===== src/rtl/dispatch_unit_pkg.sv =====
// dispatch_unit_pkg: shared constants for the queued dispatcher
//   TRUE/FALSE       : single-bit boolean constants
//   LSB_BIT          : to_lsb bit selecting the LoadStoreBuffer target
//   STORE_BIT        : to_lsb bit marking a store (1) or load (0)
//   DEF_*            : default widths/depth used as parameter defaults
package dispatch_unit_pkg;
   localparam logic TRUE  = 1'b1;
   localparam logic FALSE = 1'b0;
   localparam int LSB_BIT   = 1;
   localparam int STORE_BIT = 0;
   localparam int DEF_DEPTH   = 4;
   localparam int DEF_WORD_W  = 32;
   localparam int DEF_INST_W  = 6;
   localparam int DEF_TAG_W   = 4;
   localparam int DEF_REG_W   = 5;
   localparam int DEF_SHAMT_W = 5;
endpackage


===== src/rtl/dispatch_unit_fifo.sv =====
// dispatch_fifo: DEPTH x W circular buffer holding packed decoded instructions
//   clk, rst      : clock, synchronous active-low reset
//   i_clr         : flush, empties the queue
//   i_push/i_data : write i_data at tail (caller guarantees !o_full)
//   i_pop         : advance head (caller guarantees !o_empty)
//   o_data        : current head entry
//   o_empty/o_full/o_count : occupancy status
module dispatch_fifo
   import dispatch_unit_pkg::*;
#(
   parameter int DEPTH = DEF_DEPTH,
   parameter int W     = 8
) (
   input  logic                       clk,
   input  logic                       rst,
   input  logic                       i_clr,
   input  logic                       i_push,
   input  logic                       i_pop,
   input  logic [W-1:0]               i_data,
   output logic [W-1:0]               o_data,
   output logic                       o_empty,
   output logic                       o_full,
   output logic [$clog2(DEPTH):0]     o_count
);
   localparam int AW = $clog2(DEPTH);
   logic [W-1:0]  r_mem [DEPTH];
   logic [AW-1:0] r_wr;
   logic [AW-1:0] r_rd;
   logic [AW:0]   r_count;
   always_ff @(posedge clk) begin
      if (!rst || i_clr) begin
         r_wr    <= '0;
         r_rd    <= '0;
         r_count <= '0;
      end else begin
         if (i_push) r_wr <= r_wr + 1'b1;
         if (i_pop)  r_rd <= r_rd + 1'b1;
         r_count <= r_count + (AW+1)'(i_push) - (AW+1)'(i_pop);
      end
   end
   // payload storage needs no reset; occupancy guards every read
   always_ff @(posedge clk) begin
      if (rst && !i_clr && i_push) r_mem[r_wr] <= i_data;
   end
   assign o_data  = r_mem[r_rd];
   assign o_count = r_count;
   assign o_empty = r_count == '0;
   assign o_full  = r_count == (AW+1)'(DEPTH);
endmodule


===== src/rtl/dispatch_unit.sv =====
// dispatch_unit: queued dispatcher issuing decoded instructions to RS or LSB with a ROB tag
//   clk, rst                 : clock, synchronous active-low reset
//   clr_in                   : mispredict flush (active-high, synchronous)
//   dec_valid_in/dec_ready_out : decoder handshake (ready = queue not full)
//   dec_*_in                 : instruction payload and dec_to_lsb_in ([1]=LSB, [0]=store)
//   rob_free_in/rob_tag_in   : ROB space and tag for the next allocation
//   rs_free_in/lsb_free_in   : target slot availability
//   rob_alloc_out, rs_new_inst_out, lsb_new_inst_out : one-cycle issue pulses
//   lsb_store_out            : store flag, valid with lsb_new_inst_out
//   *_out payload, dest_out  : registered issued instruction and its ROB tag
// Optional macro DISPATCH_BYPASS_EN: an instruction accepted into an empty queue
// whose targets are free issues at the accept edge instead of being queued.
module dispatch_unit
   import dispatch_unit_pkg::*;
#(
   parameter int DEPTH   = DEF_DEPTH,
   parameter int WORD_W  = DEF_WORD_W,
   parameter int INST_W  = DEF_INST_W,
   parameter int TAG_W   = DEF_TAG_W,
   parameter int REG_W   = DEF_REG_W,
   parameter int SHAMT_W = DEF_SHAMT_W
) (
   input  logic               clk,
   input  logic               rst,
   input  logic               clr_in,
   input  logic               dec_valid_in,
   output logic               dec_ready_out,
   input  logic [INST_W-1:0]  dec_inst_in,
   input  logic [WORD_W-1:0]  dec_imm_in,
   input  logic [WORD_W-1:0]  dec_pc_in,
   input  logic [REG_W-1:0]   dec_rs1_in,
   input  logic [REG_W-1:0]   dec_rs2_in,
   input  logic [REG_W-1:0]   dec_rd_in,
   input  logic [SHAMT_W-1:0] dec_shamt_in,
   input  logic [1:0]         dec_to_lsb_in,
   input  logic               rob_free_in,
   input  logic [TAG_W-1:0]   rob_tag_in,
   input  logic               rs_free_in,
   input  logic               lsb_free_in,
   output logic               rob_alloc_out,
   output logic               rs_new_inst_out,
   output logic               lsb_new_inst_out,
   output logic               lsb_store_out,
   output logic [INST_W-1:0]  inst_out,
   output logic [WORD_W-1:0]  imm_out,
   output logic [WORD_W-1:0]  pc_out,
   output logic [REG_W-1:0]   rs1_out,
   output logic [REG_W-1:0]   rs2_out,
   output logic [REG_W-1:0]   rd_out,
   output logic [SHAMT_W-1:0] shamt_out,
   output logic [TAG_W-1:0]   dest_out
);
   localparam int PW = 2 + INST_W + 2*WORD_W + 3*REG_W + SHAMT_W;
   logic [PW-1:0]          w_din;
   logic [PW-1:0]          w_head;
   logic [PW-1:0]          w_issue;
   logic                   w_empty;
   logic                   w_full;
   logic [$clog2(DEPTH):0] w_count;
   logic                   w_accept;
   logic                   w_fire_q;
   logic                   w_byp;
   logic                   w_fire;
   logic                   w_push;
   logic [1:0]             w_head_to_lsb;
   logic [1:0]             w_to_lsb;
   logic [INST_W-1:0]      w_inst;
   logic [WORD_W-1:0]      w_imm;
   logic [WORD_W-1:0]      w_pc;
   logic [REG_W-1:0]       w_rs1;
   logic [REG_W-1:0]       w_rs2;
   logic [REG_W-1:0]       w_rd;
   logic [SHAMT_W-1:0]     w_shamt;
   logic                   r_alloc;
   logic                   r_rs;
   logic                   r_lsb;
   logic                   r_store;
   logic [INST_W-1:0]      r_inst;
   logic [WORD_W-1:0]      r_imm;
   logic [WORD_W-1:0]      r_pc;
   logic [REG_W-1:0]       r_rs1;
   logic [REG_W-1:0]       r_rs2;
   logic [REG_W-1:0]       r_rd;
   logic [SHAMT_W-1:0]     r_shamt;
   logic [TAG_W-1:0]       r_dest;
   assign w_din = {dec_to_lsb_in, dec_inst_in, dec_imm_in, dec_pc_in,
                   dec_rs1_in, dec_rs2_in, dec_rd_in, dec_shamt_in};
   dispatch_fifo #(.DEPTH(DEPTH), .W(PW)) u_fifo (
      .clk     (clk),
      .rst     (rst),
      .i_clr   (clr_in),
      .i_push  (w_push),
      .i_pop   (w_fire_q),
      .i_data  (w_din),
      .o_data  (w_head),
      .o_empty (w_empty),
      .o_full  (w_full),
      .o_count (w_count)
   );
   // readiness ignores a same-cycle pop so it depends on occupancy only
   assign dec_ready_out = !w_full;
   assign w_accept      = dec_valid_in && dec_ready_out && !clr_in;
   assign w_head_to_lsb = w_head[PW-1 -: 2];
   assign w_fire_q = !w_empty && rob_free_in && !clr_in &&
                     (w_head_to_lsb[LSB_BIT] ? lsb_free_in : rs_free_in);
`ifdef DISPATCH_BYPASS_EN
   assign w_byp = w_empty && w_accept && rob_free_in &&
                  (dec_to_lsb_in[LSB_BIT] ? lsb_free_in : rs_free_in);
`else
   assign w_byp = FALSE;
`endif
   assign w_fire  = w_fire_q || w_byp;
   assign w_push  = w_accept && !w_byp;
   assign w_issue = w_byp ? w_din : w_head;
   assign {w_to_lsb, w_inst, w_imm, w_pc, w_rs1, w_rs2, w_rd, w_shamt} = w_issue;
   // clr_in is already folded into w_fire, so a flush edge drops all pulses
   always_ff @(posedge clk) begin
      if (!rst) begin
         r_alloc <= FALSE;
         r_rs    <= FALSE;
         r_lsb   <= FALSE;
         r_store <= FALSE;
         r_inst  <= '0;
         r_imm   <= '0;
         r_pc    <= '0;
         r_rs1   <= '0;
         r_rs2   <= '0;
         r_rd    <= '0;
         r_shamt <= '0;
         r_dest  <= '0;
      end else begin
         r_alloc <= w_fire;
         r_rs    <= w_fire && !w_to_lsb[LSB_BIT];
         r_lsb   <= w_fire && w_to_lsb[LSB_BIT];
         r_store <= w_fire && w_to_lsb[STORE_BIT];
         if (w_fire) begin
            r_inst  <= w_inst;
            r_imm   <= w_imm;
            r_pc    <= w_pc;
            r_rs1   <= w_rs1;
            r_rs2   <= w_rs2;
            r_rd    <= w_rd;
            r_shamt <= w_shamt;
            r_dest  <= rob_tag_in;
         end
      end
   end
   assign rob_alloc_out    = r_alloc;
   assign rs_new_inst_out  = r_rs;
   assign lsb_new_inst_out = r_lsb;
   assign lsb_store_out    = r_store;
   assign inst_out         = r_inst;
   assign imm_out          = r_imm;
   assign pc_out           = r_pc;
   assign rs1_out          = r_rs1;
   assign rs2_out          = r_rs2;
   assign rd_out           = r_rd;
   assign shamt_out        = r_shamt;
   assign dest_out         = r_dest;
endmodule

===== config.mk =====
export PLATFORM = sky130hd
export DESIGN_NAME = dispatch_unit
export DESIGN_NICKNAME = d
export VERILOG_FILES = /design/src/rtl/dispatch_unit_pkg.sv /design/src/rtl/dispatch_unit_fifo.sv /design/src/rtl/dispatch_unit.sv
export SDC_FILE = /design/constraint.sdc
export NUM_CORES = 1
export LEC_CHECK = 0
export CAP_MARGIN = 10
export CORE_ASPECT_RATIO = 0.7
export CORE_UTILIZATION = 40
export DETAILED_ROUTE_END_ITERATION = 8
export HOLD_SLACK_MARGIN = 0.15
export PLACE_DENSITY = 0.62
export SLEW_MARGIN = 10
export SYNTH_ARGS = -nofsm -noshare
export SYNTH_HDL_FRONTEND = slang
export SYNTH_SLANG_ARGS = --single-unit

===== constraint.sdc =====
create_clock -name clk -period 4.4 [get_ports clk]
set_input_delay 0.88 -clock clk [delete_from_list [all_inputs] [get_ports clk]]
set_output_delay 0.88 -clock clk [all_outputs]
set_load 0.02 [all_outputs]

# Yosys cells after proc, flatten, opt, wreduce, memory -nomap -nowiden
# Memories as Yosys holds them, arrays and structs flattened. A register that Yosys moved wholly into a read port is not among the register bits.
# Cells that the tools add are included.
# word_totals
out_inout_bits,99
in_bits,103
ramBits,368
elab_cells,43
regBits,105
memories,1
# memory_table
memory,words,width,rd,rd_clocked_by_memory_dff,wr,line,source
u_fifo.r_mem,4,92,1,1,1,dispatch_unit_fifo.sv:26,logic [W-1:0] r_mem [DEPTH];
# op_classes
add_sub_neg,4
eq_ne,1
n_mux,5
reduce_logical,17
# ops
op,count
1-bit logical AND,10
1-bit zero test,5
2-bit by 1-bit adder with 2-bit output (second input constant),2
2-bit 2-to-1 mux,2
3-bit by 1-bit adder with 3-bit output,1
3-bit == test (second input constant),1
3-bit zero test,1
1-bit 2-to-1 mux,3
3-bit by 1-bit subtractor with 3-bit output,1
1-bit logical OR,1

# Longest topological paths before layout
# Gate-level depths: netlist of the first run.
# logic_depth
ltp_word,7
ltp_mapped,11
mapped_depth_nobuf,10

# Modules after synthesis
# Synthesis of the first run repeated with hierarchy kept, for this count alone.
# hier_totals
hier_cells,944
hier_area_um2,17569.4
# by_module_without_submodules
mod,cells_each,seq_area_each_um2,area_each_um2,instances
dispatch_fifo,524,11230.8,13728.2,1
dispatch_unit,420,1961.9,3841.2,1

# Worst setup path after synthesis of the first run
# Ideal clock, no wire load.
# synth_path
path_kind,input -> register
from,input dec_valid_in
to,"memory u_fifo.r_mem[0][0] in the netlist's numbering, enable pin"
required_time_ps,3938
path_slack_ps,519
t_arrival_ps,3419
path_buffers,1
cell_stages,3
setup_ps,462
path_cell_list,and2_1 > clkbuf_1 > and3_1
# synth_between
elab_chain_cells,5
# synth_rtl
element,line,source
start: declaration,dispatch_unit.sv:26,"input logic dec_valid_in,"
1-bit logical AND (2 in series),dispatch_unit.sv:102,assign w_accept = dec_valid_in && dec_ready_out && !clr_in;
1-bit logical AND,dispatch_unit_fifo.sv:43,if (rst && !i_clr && i_push) r_mem[r_wr] <= i_data;
1-bit 2-to-1 mux,dispatch_unit_fifo.sv:43,
1-bit 2-to-1 mux (implied by the code),dispatch_unit_fifo.sv:43,
end: declaration,dispatch_unit_fifo.sv:26,
# Every way passes these cells.

==> metrics.txt, run 1 <==
die height=176.6 µm; Initial Util=40.84%; Num CTS Buffers=46; DPL Wire Length=21,780 µm; diode count=0; post-route minimum period=3185 ps; Hold Path Sink=shamt_out[4]; Post-Syn Nets=1,081; final core occ=50.84%; Setup-failing EPs final=0; clock latency on the worst-skew pair=560 ps; Worst Path Required=4830 ps; grt ovf=0; Yosys reg bits=475; met2 usage=28.31%; Least-Margin Pin Slew=1052 ps; crit-path cells=mux4_2 > mux2_4 > a211o_1 > o21ai_0 > ha_1 > inv_1 > fa_1 > xor2_1 > xnor2_1 > nor2_1; Hold Path Class=register to register; vias in the first global route=9,743; htree depth=2; clock sink count=475; CP Launch Type=register; layout cells sized above 1=18.03%; Power Density=426.8 nW/µm²; Detail Route Antenna Nets=0; Rows=63; Hold Startpoint=shamt_out[4]; met1 Use GR=24.19%; Cells after DPL=1,708; Top Usage Layer GRT=met2; Final Hold Vio Count=0; Unique masters post-synth=31; clock transition at the registers of the reported paths=60 ps; DRT Wirelength=38,130 µm; crit path max-delay cell type=dfxtp_4; max incr delay on CP=680 ps; detailed-route via count=9,404; maximum fanout along the worst path=32; Final Skew=17.14 ps; Residual DRC=0; RR Endpoint=u_fifo.o_count[2]; Crit Path Class=register to register; total global-route track usage=17.36%; first-pass GRT wire length=58,350 µm; Post-CTS Hold Fix Bufs=0; worst reg-to-reg path cell count=10; synthesized area per cell=17.92 µm²; Synth Instances=972; core region area=42,640 µm²; largest net degree at the start of global routing=71; yosys synthesis warning count=0; most frequent cells in the layout=368 x edfxtp_1, 200 x clkdlybuf4s50_1, 105 x dfxtp_1; post-CTS sizing=0; crit path capture type=register; Area growth syn-to-layout=24.49%; WL/cell=21.25 µm; RSZ-0062 raised after global routing=false; worst vdd ir=254.3 µV; CTS root buf=clkbuf_16; Leak=0.006747 µW; buffer and inverter count on the worst path=1; initial antenna violation count=2; sequential-to-total area share from yosys stat=75.75%; setup TNS=0 ps; Die ar.=44,390 µm²; port buffer count=201; most common cell after layout, fill and taps aside=edfxtp_1; Pins Over Slew Limit=0; non-filler cells, final=1,794; Tcrit/Tclk final=72.38%; WHS Path Cells=2; nets@finish=1,280; Max transition margin=29.84%; met3 Use GR=3.597%; Vias/cell=5.242; Post-Synthesis Cell Area=17,420 µm²; worst reg-to-reg setup slack=1220 ps; Longest Clk Path Bufs=3; I/O pin count=202; post-CTS setup buffers=0; Max Cap Viol=0; FMAX=0.3140 GHz; CP Data Arrival Time=3620 ps; routability cong.=0.7490; status=completed; Top Family by Delay on Critical Path=multiplexers; CTS tree=built; initial drt markers=589; 1st-pass router iterations=5; Die X=251.4 µm
-- metrics by stage --
stage	area [µm²]	power (µW)	worst slack, ps	hold WS [ps]
global placement	20120	5275	1103	442.4
global route	21680	9550	1043	471.6
floorplan	17420	5093	518.9	469.2
CTS	21680	9362	1191	458.4
detailed placement	20120	5281	1010	448.9
finish	21680	9254	1215	455.0
-- layer usage --
metal | up-vias | routed length [µm]
li1 | 4258 | -
met1 | 4844 | 17260
met2 | 252 | 18200
met3 | 48 | 2115
met4 | 2 | 533
met5 | - | 13
-- sequential cells by signal, summed over array words and instances, names as in the netlist, 2 cells and up, named ones only --
| register | cells |
|---|---|
| u_fifo.r_rd | 2 |
| rs2_out | 5 |
| inst_out | 6 |
| u_fifo.o_count | 3 |
| rd_out | 5 |
| u_fifo.r_mem | 368 |
| u_fifo.r_wr | 2 |
| pc_out | 32 |
| imm_out | 32 |
| shamt_out | 5 |
| rs1_out | 5 |
| dest_out | 4 |
-- worst reg2reg max path: stages (launching register included) --
cell and delay (ps):
dfxtp_4 680, mux4_2 470, mux2_4 470, a211o_1 340, o21ai_0 80, ha_1 180
inv_1 50, fa_1 400, xor2_1 200, xnor2_1 150, nor2_1 50
-- logic make-up after synthesis --
group | after synthesis | synth area share, %
xor gates and xnor gates | 3 | 0.1509
buffers and inverters | 76 | 1.875
muxes | 97 | 12.21
and+or+nand+nor | 217 | 6.221
DFF | 475 | 75.75
adders and majority gates | 6 | 0.4741
AOI/OAI and AO/OA | 98 | 3.319
-- cells in the mapped netlist (all sizes together) --
library cell	number	share of area, %
a31o	2	0.10
a211o	1	0.050
xor2	1	0.050
mux4	92	12
o21ai	93	3.1
edfxtp	368	63
clkbuf	53	1.1
and2	5	0.18
nand4	90	3.2
and3	5	0.18
nand3	1	0.029
nor3b	1	0.043
dfxtp	107	12
fa	1	0.11
nand2b	1	0.036
nand2	104	2.2
buf	20	0.67
xnor2	2	0.10
or3b	1	0.050
a21oi	1	0.029
nor2	6	0.13
mux2	1	0.086
mux2i	4	0.23
inv	3	0.065
nor2b	2	0.072
a31oi	1	0.036
nor3	1	0.029
ha	5	0.36
-- worst max-delay path by stage --
stage                  from            endpoint  slack (ps)  cells past startpoint
2_1_floorplan  dec_valid_in  u_fifo.r_mem[0][0]         520                      3
3_3_place_gp         clr_in   u_fifo.o_count[2]        1100                     11
3_5_place_dp         clr_in   u_fifo.o_count[2]        1010                     11
4_1_cts            register   u_fifo.o_count[2]        1190                     10
5_1_grt            register         imm_out[29]        1040                      5
6_report           register   u_fifo.o_count[2]        1220                     10
-- layout make-up --
type	instances	area, µm²
well taps	585	732.0
multi-input cells	421	3925
flip-flops and latches	475	13200
repair buffers	224	2248
inverters	3	11.26
fillers	3515	20960
clock buffers	64	1303
clock inverters	22	262.8
-- power breakdown --
part / switching [µW] / internal, µW / leakage [µW]
sequential: 12.0 / 4870 / 0.00419
clock: 1650 / 2430 / 0.000771
combinational: 165 / 134 / 0.00179
Power figures use the tool's default switching activity.
==> run 2, diff against run 1 <==
Settings changed: PLACE_DENSITY 0.62 to 0.65.
Clock period 4.4 ns to 2.9 ns, I/O delays scaled along.
==> run 2 against run 1 <==
Critical path depth stayed put. Clock-buffer cell count is 1 lower. First-iteration DRC count is 1.5% higher. Setup slack worse by 1100 ps. Clock power is 36% higher. Utilization is 0.067 points lower. Global-route usage is 0.12 points higher. Sequential cell count stayed put. Final cell count is 0.39% higher. Hold slack hardly changed.
==> metrics.txt, run 2 (synthesized netlist as in run 1, its figures left out) <==
status=completed; htree depth=2 (unchanged); Reg with most FFs=u_fifo.r_mem; initial drt markers=598 (+1.5%); Initial Util=40.84% (unchanged); detailed-route via count=9,381 (-0.24%); max incr delay on CP=560 ps (-120 ps); die height=176.6 µm (unchanged); post-CTS setup buffers=0 (unchanged); RSZ-0062 raised after global routing=false; Max transition margin=35.78% (+5.9 points); WHS Path Cells=2 (unchanged); CP Launch Type=register; Die ar.=44,390 µm² (unchanged); Hold Path Sink=inst_out[0]; most common cell after layout, fill and taps aside=edfxtp_1; Detail Route Antenna Nets=0 (unchanged); Residual DRC=0 (unchanged); Num CTS Buffers=46 (unchanged); worst reg-to-reg path cell count=10 (unchanged); CTS tree=built; Power Density=619.4 nW/µm² (+45%); crit-path cells=mux4_2 > mux2_4 > a211o_1 > o21ai_0 > ha_1 > inv_1 > fa_1 > xor2_1 > xnor2_1 > nor2_1; routability cong.=0.7477 (-0.17%); Hold Startpoint=inst_out[0]; port buffer count=201 (unchanged); CP Data Arrival Time=3170 ps (-450 ps); Max Cap Viol=0 (unchanged); crit path max-delay cell type=mux4_2; FMAX=0.3656 GHz (+16%); post-route setup slack=165.1 ps (-1050 ps); setup TNS=0 ps (unchanged); max reg flops=368 (unchanged); 1st-pass router iterations=4 (-1); Pins Over Slew Limit=0 (unchanged); crit path capture type=register; largest net degree at the start of global routing=191 (+170%); initial antenna violation count=6 (+4); Area growth syn-to-layout=24.32%; Least-Margin Pin Slew=963.3 ps (-89.06 ps); worst reg-to-reg setup slack=170 ps (-1050 ps); pre-CTS WS=12.61 ps (-997.4 ps); Hold Path Class=register to register; post-route minimum period=2735 ps (-449.7 ps); layout cells sized above 1=18.14% (+0.11 points); grt ovf=0 (unchanged); clock latency on the worst-skew pair=560 ps (about the same); Leak=0.006696 µW (-0.75%); WL/cell=21.29 µm (+0.18%); I/O pin count=202 (unchanged); post-layout power=13,410 µW (+45%); RR Endpoint=u_fifo.o_count[2]; Rows=63 (unchanged); Post-CTS Hold Fix Bufs=0 (unchanged); most frequent cells in the layout=368 x edfxtp_1, 200 x clkdlybuf4s50_1, 105 x dfxtp_1; Cells after DPL=1,712 (+0.23%); CTS root buf=clkbuf_16; post-CTS sizing=0 (unchanged); Die X=251.4 µm (unchanged); total global-route track usage=17.48% (+0.12 points); worst vdd ir=365.2 µV (+44%); Setup-failing EPs final=0 (unchanged); maximum fanout along the worst path=4 (-88%); DRT Wirelength=38,340 µm (+0.57%); Final Skew=12.18 ps (-4.963 ps); core region area=42,640 µm² (unchanged); Tcrit/Tclk final=94.31% (+22 points); vias in the first global route=9,509 (-2.4%); Final Hold Vio Count=0 (unchanged); nets@finish=1,284 (+0.31%); Crit Path Class=register to register; first-pass GRT wire length=58,730 µm (+0.64%); DPL Wire Length=21,300 µm (-2.2%); Vias/cell=5.209 (-0.63%); non-filler cells, final=1,801 (+0.39%); clock sink count=475 (unchanged); Worst Path Required=3340 ps (-1490 ps); clock transition at the registers of the reported paths=70 ps (about the same); Longest Clk Path Bufs=3 (unchanged)
run 2: cell types whose count changed in the layout (fill, tap and decap cells not counted), moves of 3 or more:
cell / change
buf_12: +8
bufinv_16: -6
buf_4: -4
clkinvlp_4: +4
clkbuf_16: -3
diode_2: +3
run 2: stage by stage:
step,utilization (%),area [µm²],hold slack (ps)
2_1_floorplan,-,17420,469.2
3_3_place_gp,47.48,20250,442.8
3_5_place_dp,47.48,20250,446.3
4_1_cts,50.76,21650,459.0
5_1_grt,50.76,21650,468.6
6_report,50.78,21650,455.2
run 2: final cells by class:
cell class	count	area [µm²]
Fill cell	3482	20990
Sequential cell	475	13200
Multi-Input combinational cell	421	3925
Timing Repair Buffer	228	2379
Clock buffer	63	1255
Tap cell	585	732.0
Clock inverter	23	143.9
Inverter	3	11.26
Antenna cell	3	7.507
run 2: how the worst max path moves through the flow:
stage / endpoint / slack, ps
finish: u_fifo.o_count[2] / 170
global route: u_fifo.o_count[2] / 30
CTS: u_fifo.o_count[2] / 150
detailed placement: imm_out[25] / 10
global placement: imm_out[16] / 120
floorplan: u_fifo.o_count[2] / 130
run 2: layer usage:
layer / up-vias / track usage [%] / share of wire (%) / routed length (µm)
met5: - / 0 / 0.10 / 39
met4: 6 / 4.929 / 2.1 / 809
met3: 70 / 4.157 / 5.8 / 2214
met2: 232 / 27.37 / 46 / 17690
met1: 4805 / 24.48 / 46 / 17590
li1: 4268 / - / - / -
run 2: power breakdown:
| group | internal (µW) | total, µW | switching (µW) |
|---|---|---|---|
| Sequential | 7390 | 7410 | 18.5 |
| Clock | 3060 | 5540 | 2490 |
| Combinational | 210 | 459 | 250 |
| Total | 10700 | 13400 | 2760 |
run 2: critical path, delay by kind of cell, from the launching register on:
family / cells / cell delay, ps
multiplexers: 2 / 900
adder cells (fa/ha/maj): 2 / 560
flip-flops: 1 / 370
AO/OA/AOI/OAI: 2 / 370
XOR/XNOR: 2 / 300
AND/OR/NAND/NOR: 1 / 60
buffers and inverters: 1 / 50
==> run 3, diff against run 2 <==
Settings changed: MAX_ROUTING_LAYER from default to met4.
==> run 3 against run 2 <==
Hold slack barely moved. Die area stayed put. Register-to-register slack about the same. Maximum frequency hardly changed. Combinational power about the same. Setup slack got worse by 1.7 ps. Non-clock buffer count unchanged. Utilization is essentially flat. Global-route usage rose by 0.54 points. Wire length shrank 0.22%. Critical endpoint unchanged. Largest power group unchanged.
==> metrics.txt, run 3 (synthesized netlist as in run 1, its figures left out) <==
crit path max-delay cell type=mux4_2; total global-route track usage=18.03% (+0.54 points); Die ar.=44,390 µm² (unchanged); Num CTS Buffers=46 (unchanged); Rows=63 (unchanged); first-pass GRT wire length=58,730 µm (about the same); clock transition at the registers of the reported paths=70 ps (about the same); detailed-route via count=9,417 (+0.38%); CTS root buf=clkbuf_16; Area growth syn-to-layout=24.37% (about the same); core region area=42,640 µm² (unchanged); Sw Pwr=2749 µW (-0.31%); Least-Margin Pin Slew=961.6 ps (-1.744 ps); post-route minimum period=2737 ps (+1.737 ps); die height=176.6 µm (unchanged); Tcrit/Tclk final=94.37% (about the same); buffer and inverter count on the worst path=1 (unchanged); Worst Path Required=3330 ps (about the same); max reg flops=368 (unchanged); post-route setup slack=163.3 ps (-1.737 ps); I/O pin count=202 (unchanged); post-CTS sizing=0 (unchanged); RSZ-0062 raised after global routing=false; grt ovf=0 (unchanged); Hold Path Class=register to register; Final Skew=12.28 ps (+0.1023 ps); Setup-failing EPs final=0 (unchanged); placed inst area=20,250 µm² (unchanged); combinational fraction of design power=3.4% (about the same); nets@finish=1,284 (unchanged); most frequent cells in the layout=368 x edfxtp_1, 200 x clkdlybuf4s50_1, 105 x dfxtp_1; Leak=0.006696 µW (about the same); setup TNS=0 ps (unchanged); initial drt markers=575 (-3.8%); Final Hold Vio Count=0 (unchanged); Power Density=618.8 nW/µm² (about the same); largest net degree at the start of global routing=191 (unchanged); FMAX=0.3654 GHz (about the same); routability cong.=0.7572 (+1.3%); CTS tree=built; initial antenna violation count=6 (unchanged); Residual DRC=0 (unchanged); Internal=10,650 µW (about the same); clock sink count=475 (unchanged); post-CTS setup buffers=0 (unchanged); Post-CTS Hold Fix Bufs=0 (unchanged); Hold Slack=454.9 ps (-0.2700 ps); pre-CTS WS=12.61 ps (unchanged); clock latency on the worst-skew pair=560 ps (about the same); Longest Clk Path Bufs=3 (unchanged); Clk pwr share=41.3% (about the same); Top Family by Delay on Critical Path=multiplexers; max incr delay on CP=560 ps (about the same); Crit Path Class=register to register; part of the power in registers=55.3% (about the same); fin area=21,660 µm² (about the same); Die X=251.4 µm (unchanged); DPL Wire Length=21,300 µm (unchanged); CP Data Arrival Time=3170 ps (about the same); DRT Wirelength=38,260 µm (-0.22%); Initial Util=40.84% (unchanged); maximum fanout along the worst path=4 (unchanged); WL/cell=21.21 µm (-0.39%); layout cells sized above 1=18.14% (unchanged); 1st-pass router iterations=5 (+1); Pins Over Slew Limit=0 (unchanged); Detail Route Antenna Nets=0 (unchanged); Vias/cell=5.220 (+0.22%); Reg with most FFs=u_fifo.r_mem; vias in the first global route=9,500 (-0.095%); Max Cap Viol=0 (unchanged); port buffer count=201 (unchanged); CP Launch Type=register; worst vdd ir=365.1 µV (about the same); crit path capture type=register; status=completed; Max transition margin=35.89% (+0.12 points); sw frac=20.51% (-0.050 points); most common cell after layout, fill and taps aside=edfxtp_1; htree depth=2 (unchanged); crit-path cells=mux4_2 > mux2_4 > a211o_1 > o21ai_0 > ha_1 > inv_1 > fa_1 > xor2_1 > xnor2_1 > nor2_1
-- run 3: changes by cell type in the layout (fill, tap and decap cells not counted) --
cell	previous run	this run
diode_2	3	6
-- run 3: stage by stage --
| step | total power [µW] | cells | utilization [%] |
|---|---|---|---|
| CTS | 13570 | 1798 | 50.76 |
| finish | 13400 | 1804 | 50.79 |
| global placement | 8004 | 1712 | 47.48 |
| global route | 13850 | 1804 | 50.79 |
| floorplan | 7725 | 972 | - |
| detailed placement | 8015 | 1712 | 47.48 |
-- run 3: power groups by stage --
| stage | logic [µW] | clock network, µW | registers (µW) |
|---|---|---|---|
| 4_1_cts | 463 | 5700 | 7410 |
| 6_report | 457 | 5540 | 7410 |
| 3_3_place_gp | 452 | 0 | 7550 |
| 5_1_grt | 492 | 5940 | 7410 |
| 3_5_place_dp | 460 | 0 | 7550 |
| 2_1_floorplan | 158 | 0 | 7570 |
-- run 3: cell type report --
| cell class | count | area (µm²) |
|---|---|---|
| Antenna cell | 6 | 15.01 |
| Fill cell | 3482 | 20980 |
| Clock inverter | 23 | 143.9 |
| Tap cell | 585 | 732.0 |
| Clock buffer | 63 | 1255 |
| Sequential cell | 475 | 13200 |
| Inverter | 3 | 11.26 |
| Timing Repair Buffer | 228 | 2379 |
| Multi-Input combinational cell | 421 | 3925 |
-- run 3: worst paths after layout --
check / startpoint / end / slack, ps / cells past startpoint
worst max-delay path: register / u_fifo.o_count[2] / 160 / 10
worst min register to register: shamt_out[2] / shamt_out[2] / 450 / 2
worst min-delay path: shamt_out[2] / shamt_out[2] / 450 / 2
worst max register to register: register / u_fifo.o_count[2] / 160 / 10
-- run 3: tightest hold or removal path, stage by stage, from the launching register on --
cell	delay, ps
dfxtp_1	310
nand2_1	50
o21ai_0	50
-- run 3: metal layers --
| layer | vias to the layer above | wire [µm] | track usage (%) |
|---|---|---|---|
| met5 | - | 0 | - |
| met1 | 4822 | 17340 | 24.47 |
| met4 | 0 | 810 | 4.929 |
| met2 | 251 | 17750 | 27.44 |
| met3 | 66 | 2356 | 4.098 |
| li1 | 4278 | - | - |
